[config.mk]
export PLATFORM = sky130hd
export DESIGN_NAME = issue_scoreboard
export DESIGN_NICKNAME = d
export VERILOG_FILES = /design/src/rtl/spu_pkg.sv /design/src/rtl/sb_match.sv /design/src/rtl/issue_scoreboard.sv
export SDC_FILE = /design/constraint.sdc
export NUM_CORES = 1
export LEC_CHECK = 0
export CAP_MARGIN = 20
export CORE_MARGIN = 2
export CORE_UTILIZATION = 55
export CTS_BUF_LIST = sky130_fd_sc_hd__clkbuf_4 sky130_fd_sc_hd__clkbuf_8
export CTS_CLUSTER_SIZE = 40
export DETAILED_ROUTE_END_ITERATION = 6
export PLACE_DENSITY = 0.79
export REMOVE_ABC_BUFFERS = 1
export SLEW_MARGIN = 20
export SYNTH_ARGS = -nofsm -noshare
export SYNTH_HDL_FRONTEND = slang
export SYNTH_SLANG_ARGS = --single-unit
[constraint.sdc]
create_clock -name clk -period 9.5 [get_ports clk]
set_clock_uncertainty 0.15 [all_clocks]
set_input_delay 2.375 -clock clk [delete_from_list [all_inputs] [get_ports clk]]
set_output_delay 2.375 -clock clk [all_outputs]
set_load 0.005 [all_outputs]
[src/rtl/spu_pkg.sv]
// rtl/spu_pkg.sv - shared scoreboard entry type and default SPU issue-stage parameters
package spu_pkg;

   localparam int LANES_DEF    = 2;
   localparam int SRCS_DEF     = 3;
   localparam int DEPTH_DEF    = 8;
   localparam int ADDR_W_DEF   = 7;
   localparam int BR_STAGE_DEF = 3;

   // Entry fields are sized for the widest supported configuration; narrower
   // register files are zero-extended on the way in.
   localparam int SB_ADDR_MAX  = 16;
   localparam int SB_REM_MAX   = 8;

   typedef logic [SB_ADDR_MAX-1:0] sb_addr_t;
   typedef logic [SB_REM_MAX-1:0]  sb_rem_t;

   typedef struct packed {
      logic     valid;
      sb_addr_t addr;
      logic     write;
      sb_rem_t  rem;
   } sb_entry_t;

   function automatic sb_rem_t rem_dec(input sb_rem_t r);
      return (r == '0) ? '0 : r - sb_rem_t'(1);
   endfunction

endpackage

[src/rtl/sb_match.sv]
// rtl/sb_match.sv - youngest-match priority search for one source operand
module sb_match
   import spu_pkg::*;
#(
   parameter int LANES   = LANES_DEF,
   parameter int DEPTH   = DEPTH_DEF,
   parameter int LANE_W  = 1,
   parameter int STAGE_W = 3
)(
   input  sb_entry_t [DEPTH-1:0][LANES-1:0] entries,
   input  sb_addr_t                         src_addr,
   input  logic                             src_used,
   output logic                             hit,
   output logic                             ready,
   output logic [LANE_W-1:0]                lane,
   output logic [STAGE_W-1:0]               stage
);

   // Scan oldest to youngest so the last match written is the winner:
   // lowest stage first, then highest lane within that stage.
   always_comb begin
      hit   = 1'b0;
      ready = 1'b0;
      lane  = '0;
      stage = '0;
      for (int k = DEPTH-1; k >= 0; k--) begin
         for (int l = 0; l < LANES; l++) begin
            if (src_used && entries[k][l].valid && entries[k][l].write &&
                entries[k][l].addr == src_addr) begin
               hit   = 1'b1;
               ready = (entries[k][l].rem == '0);
               lane  = LANE_W'(l);
               stage = STAGE_W'(k);
            end
         end
      end
   end

endmodule

[src/rtl/issue_scoreboard.sv]
// rtl/issue_scoreboard.sv - RAW-hazard scoreboard, forward select and retire strobes for the SPU issue stage
module issue_scoreboard
   import spu_pkg::*;
#(
   parameter int  LANES    = LANES_DEF,
   parameter int  SRCS     = SRCS_DEF,
   parameter int  DEPTH    = DEPTH_DEF,
   parameter int  ADDR_W   = ADDR_W_DEF,
   parameter int  BR_STAGE = BR_STAGE_DEF,
   localparam int LAT_W    = $clog2(DEPTH+1),
   localparam int LANE_W   = (LANES > 1) ? $clog2(LANES) : 1,
   localparam int STAGE_W  = (DEPTH > 1) ? $clog2(DEPTH) : 1
)(
   input  logic                                        clk,
   input  logic                                        reset,
   input  logic [LANES-1:0]                            issue_valid,
   input  logic [LANES-1:0][ADDR_W-1:0]                rt_addr,
   input  logic [LANES-1:0]                            reg_write,
   input  logic [LANES-1:0][LAT_W-1:0]                 latency,
   input  logic [LANES-1:0][SRCS-1:0][ADDR_W-1:0]      src_addr,
   input  logic [LANES-1:0][SRCS-1:0]                  src_used,
   input  logic                                        flush,
   input  logic [LANE_W-1:0]                           flush_lane,
   output logic [LANES-1:0]                            issue_ack,
   output logic [LANES-1:0][SRCS-1:0]                  fwd_hit,
   output logic [LANES-1:0][SRCS-1:0][LANE_W-1:0]      fwd_lane,
   output logic [LANES-1:0][SRCS-1:0][STAGE_W-1:0]     fwd_stage,
   output logic [LANES-1:0]                            wb_valid,
   output logic [LANES-1:0][ADDR_W-1:0]                wb_addr
);

   sb_entry_t [DEPTH-1:0][LANES-1:0]        sb_q;
   sb_entry_t [DEPTH-1:0][LANES-1:0]        sb_d;

   sb_addr_t  [LANES-1:0][SRCS-1:0]         src_wide;
   sb_addr_t  [LANES-1:0]                   rt_wide;

   logic      [LANES-1:0][SRCS-1:0]         m_hit;
   logic      [LANES-1:0][SRCS-1:0]         m_ready;
   logic      [LANES-1:0][SRCS-1:0][LANE_W-1:0]  m_lane;
   logic      [LANES-1:0][SRCS-1:0][STAGE_W-1:0] m_stage;

   logic      [LANES-1:0]                   lane_hazard;

   always_comb begin
      for (int l = 0; l < LANES; l++) begin
         rt_wide[l]              = '0;
         rt_wide[l][ADDR_W-1:0]  = rt_addr[l];
         for (int s = 0; s < SRCS; s++) begin
            src_wide[l][s]             = '0;
            src_wide[l][s][ADDR_W-1:0] = src_addr[l][s];
         end
      end
   end

   for (genvar gl = 0; gl < LANES; gl++) begin : g_lane
      for (genvar gs = 0; gs < SRCS; gs++) begin : g_src
         sb_match #(
            .LANES   (LANES),
            .DEPTH   (DEPTH),
            .LANE_W  (LANE_W),
            .STAGE_W (STAGE_W)
         ) u_match (
            .entries  (sb_q),
            .src_addr (src_wide[gl][gs]),
            .src_used (src_used[gl][gs]),
            .hit      (m_hit[gl][gs]),
            .ready    (m_ready[gl][gs]),
            .lane     (m_lane[gl][gs]),
            .stage    (m_stage[gl][gs])
         );
      end
   end

   // Acceptance is an in-order prefix: the first valid lane that stalls
   // blocks every younger lane in the group.
   always_comb begin
      logic intra;
      logic prefix_ok;
      lane_hazard = '0;
      issue_ack   = '0;
      intra       = 1'b0;
      prefix_ok   = !flush;
      for (int l = 0; l < LANES; l++) begin
         for (int s = 0; s < SRCS; s++) begin
            intra = 1'b0;
            for (int j = 0; j < l; j++) begin
               if (issue_valid[j] && reg_write[j] && src_used[l][s] &&
                   rt_addr[j] == src_addr[l][s])
                  intra = 1'b1;
            end
            if ((m_hit[l][s] && !m_ready[l][s]) || intra)
               lane_hazard[l] = 1'b1;
         end
         issue_ack[l] = prefix_ok && issue_valid[l] && !lane_hazard[l];
         if (issue_valid[l] && !issue_ack[l])
            prefix_ok = 1'b0;
      end
   end

   always_comb begin
      for (int l = 0; l < LANES; l++) begin
         for (int s = 0; s < SRCS; s++) begin
            fwd_hit[l][s]   = m_hit[l][s] && m_ready[l][s];
            fwd_lane[l][s]  = fwd_hit[l][s] ? m_lane[l][s]  : '0;
            fwd_stage[l][s] = fwd_hit[l][s] ? m_stage[l][s] : '0;
         end
      end
   end

   // Flush kills wrong-path entries before the shift: everything younger
   // than the branch stage, plus younger lanes of the branch's own group.
   always_comb begin
      sb_entry_t e;
      e    = '0;
      sb_d = '0;
      for (int k = 1; k < DEPTH; k++) begin
         for (int l = 0; l < LANES; l++) begin
            e = sb_q[k-1][l];
            if (flush && ((k-1) < BR_STAGE ||
                          ((k-1) == BR_STAGE && l > int'(flush_lane))))
               e = '0;
            e.rem      = rem_dec(e.rem);
            sb_d[k][l] = e;
         end
      end
      for (int l = 0; l < LANES; l++) begin
         if (issue_ack[l]) begin
            sb_d[0][l].valid = 1'b1;
            sb_d[0][l].addr  = rt_wide[l];
            sb_d[0][l].write = reg_write[l];
            if (latency[l] != '0)
               sb_d[0][l].rem[LAT_W-1:0] = latency[l] - LAT_W'(1);
         end
      end
   end

   always_ff @(posedge clk or posedge reset) begin
      if (reset)
         sb_q <= '0;
      else
         sb_q <= sb_d;
   end

   always_comb begin
      for (int l = 0; l < LANES; l++) begin
         wb_valid[l] = sb_q[DEPTH-1][l].valid && sb_q[DEPTH-1][l].write;
         wb_addr[l]  = wb_valid[l] ? sb_q[DEPTH-1][l].addr[ADDR_W-1:0] : '0;
      end
   end

endmodule

==> impl_results.md <==
- # setup viols final: 0
- Tmin final: 9420 ps
- Cell Area, Synth: 0.0212 mm²
- Critical path data required time: 6980 ps
- First-pass GRT wire length: around 120000 µm
- # rows: between 70 and 80
- All-Layer GR Usage: 0.395
- Crit path to: issue_ack[1]
- VDD IR max: 0.000126 V
- Slew HR: 0.270
- Area leader, netlist: dfrtp_1
- Post-synth EDFFs: 0
- GRT overflow: 0
- Vias in the first global route: 19090
- Max Slew Vio Count: 0
- Final Util: 0.638
- # diodes: 0
- Port bufs: 125
- Hold Path Class: register to register
- Max Buffers Root-to-Sink: 3
- Starting Density: 0.561
- Grt met2 use: 0.584
- Hold Slack: 219 ps
- Status: finished, final reports clean
- RR Startpoint: sb_q[134]
- GR peak layer: met2
- Core area: 0.0378 mm²
- Syn. warnings: 0
- Setup slack, reg-to-reg: between 4000 and 5000 ps
- Max Cap Viol: 0
- Clock slew seen by the registers of the worst setup and hold paths: about 60 ps
- Setup Slack @ Placement: 254 ps
- Crit path launch type: input pin
- Sequential fraction of the synthesis area: 0.309
- Vias: between 15000 and 20000
- Area of the die: 0.0402 mm²
- DR pass1 iterations: 6
- Hold wc startpoint: sb_d[285]
- DR vias/cell: 6.32
- Post-Syn Area per Cell: 8.47 µm²
- Met3 usage: 0.102
- Drt initial violations: about 2500
- Comb pwr share: 0.264
- WP data arrival: just under 7000 ps
- Worst Setup Slack, final: 75.8 ps
- Library cells used by synthesis: approximately 70
- H-tree levels: 2
- Switching Power: 1120 µW
- Fmax: 106 MHz
- Nets@finish: 2662
- Clock tree from TritonCTS: yes
- Sw Ratio: 0.334
- Yosys top cell area share: 0.309
- Root buf cell: clkbuf_8
- Area growth, synth to finish: 13.7%
- P_leak: 0.00988 µW
- Post-route DRC: 0
- Share of cells above drive strength 1: 0.0875
- Die Height: approximately 200 µm
- CP Class: input pin to output pin
- Final Hold Vio Count: 0
- Int Pwr: 2230 µW
- Pin count of the biggest net entering global routing: 142
- Drt wl/cell: ~26 µm
- Die Wd: 200 µm
- Worst setup path startpoint: src_addr[30]
- Clk pwr share: 0.309
- DP HPWL: between 50000 and 60000 µm
- PD cells: 139 mW/mm²
- Crit path capture type: output pin
- Cells taking the most area after synthesis: dfrtp_1 (31%), xnor2_1 (21%), xor2_1 (9.4%)
- Fillers: between 3000 and 4000
- Critical path peak fanout: 8
- Clock Sinks: 262
- Final period util: 0.992
- Reg power frac: 0.427
- Antenna Violating Nets Remaining: 0
- RSZ-0062 raised after global routing: no
- Total CTS buffers: 43
- WL final: ~80000 µm
- R2R cell count: 12
- Synth Register Bits: approximately 260
- Syn Inst Count: 2505
- Ys async rst share: 1.00
- Post-CTS setup buffers: 0
- Dominant synthesized flop cell: dfrtp_1
- Worst-Margin Slew: 1080 ps
- Met1 Usage GRT: 0.511
- Clk_lat worst skew: 650 ps
- Antenna violations before repair: 1
- I/O Pins: approximately 130
- Final Wtd Congestion: between 1 and 1.5
- FF-to-FF End: sb_q[27]
## cell usage after synthesis (7+ instances only)
cell / count
nor2_1: 187
o21ai_0: 62
nor4_1: 57
or2_2: 9
a21oi_1: 82
a21boi_0: 7
nor3b_1: 14
and2_0: 10
and2_1: 44
inv_1: 52
nor3_1: 66
nor4b_1: 7
or3_1: 12
mux2_2: 9
and3_1: 33
and4_1: 9
buf_1: 42
nand4_1: 110
or4_1: 50
nand2b_1: 14
nor2b_1: 73
o31ai_1: 8
mux2i_1: 9
xor2_1: 227
buf_2: 40
ha_1: 29
o21a_1: 7
nand2_1: 129
nand3_1: 88
a211oi_1: 15
clkbuf_1: 154
dfrtp_1: 262
xnor2_1: 506
## stage by stage
step	std cells	area [µm²]	setup TNS, ps	total power, µW
6_report	3093	24100	0	3340
5_1_grt	3093	24100	0	3520
3_5_place_dp	3021	23200	0	2310
3_3_place_gp	3021	23200	0	2260
2_1_floorplan	2267	20300	-62060	1960
4_1_cts	3093	24100	0	3340
## cell type report
type                    count  area [µm²]  share of cell area
multi-input cells        1951       13500               0.560
clock buffers              62         797              0.0330
repair buffers            243        2310              0.0956
well taps                 511         639              0.0265
inverters                  54         210             0.00871
clock inverters            10         101             0.00420
flip-flops and latches    262        6560               0.272
## how the worst min path moves through the flow
stage	slack, ps	to	depth (start not counted)
floorplan	200	sb_d[285]	0
global placement	200	sb_q[389]	0
detailed placement	210	sb_d[337]	0
CTS	220	sb_d[337]	0
global route	230	sb_d[389]	0
finish	220	sb_d[337]	0
## routing by layer
layer,wire (µm),share of wire
met2,33400,0.42
met1,30200,0.38
met5,12,0.00015
met4,6110,0.076
met3,10300,0.13
## registers in the layout, summed over array words and instances (netlist names)
name,count
sb_d,63
sb_q,199
## placed cells by master (no fill, tap or decap), types with 10 or more instances in the layout
cell             instances
xor2_1                 227
nand2b_1                14
a211oi_1                15
nor3b_1                 14
a21oi_1                 82
clkbuf_8                53
and2_1                  44
and3_1                  33
nor4_1                  56
or4_1                   50
buf_12                  14
buf_4                  104
or3_1                   12
and2_0                  10
clkdlybuf4s50_1        124
ha_1                    29
nor3_1                  65
o21ai_0                 62
nand2_1                129
dfrtp_1                262
nand4_1                110
nor2_1                 187
nand3_1                 88
inv_1                   51
xnor2_1                506
nor2b_1                 73
## repair_timing
item / CTS / global route
hold buffers: 0 / 0
endpoints found under the setup margin: 0 / 1
resized for setup: 0 / 1
## logic make-up (layout without fill, tap and decap cells)
kind of cell | count (synthesis) | after routing | synth area share
and+or+nand+nor | 928 | 928 | 0.236
xor gates and xnor gates | 733 | 733 | 0.302
buffers and inverters | 293 | 369 | 0.0549
DFF | 262 | 262 | 0.309
AOI/OAI and AO/OA | 241 | 241 | 0.0720
adders and majority gates | 29 | 29 | 0.0171
muxes | 18 | 18 | 0.00902
other | 1 | 2 | 0.000177
## critical path, stage by stage
cell and delay (ps):
clkdlybuf4s50_1 850, buf_4 390, xor2_1 140, or4_1 580, nor2b_1 180, o211ai_1 160, a311oi_1 220, o32ai_1 620
nor2_1 100, a21oi_1 340, buf_4 180, o2111a_2 230, clkdlybuf4s50_1 520
## power groups by stage
stage | clock (µW) | combinational (µW) | sequential [µW]
after floorplan | 0 | 554 | 1410
after global placement | 0 | 829 | 1430
after detailed placement | 0 | 862 | 1450
after CTS | 1050 | 868 | 1430
after global routing | 1110 | 962 | 1450
final | 1030 | 882 | 1430
No activity file was read; power rests on OpenSTA's default activity.
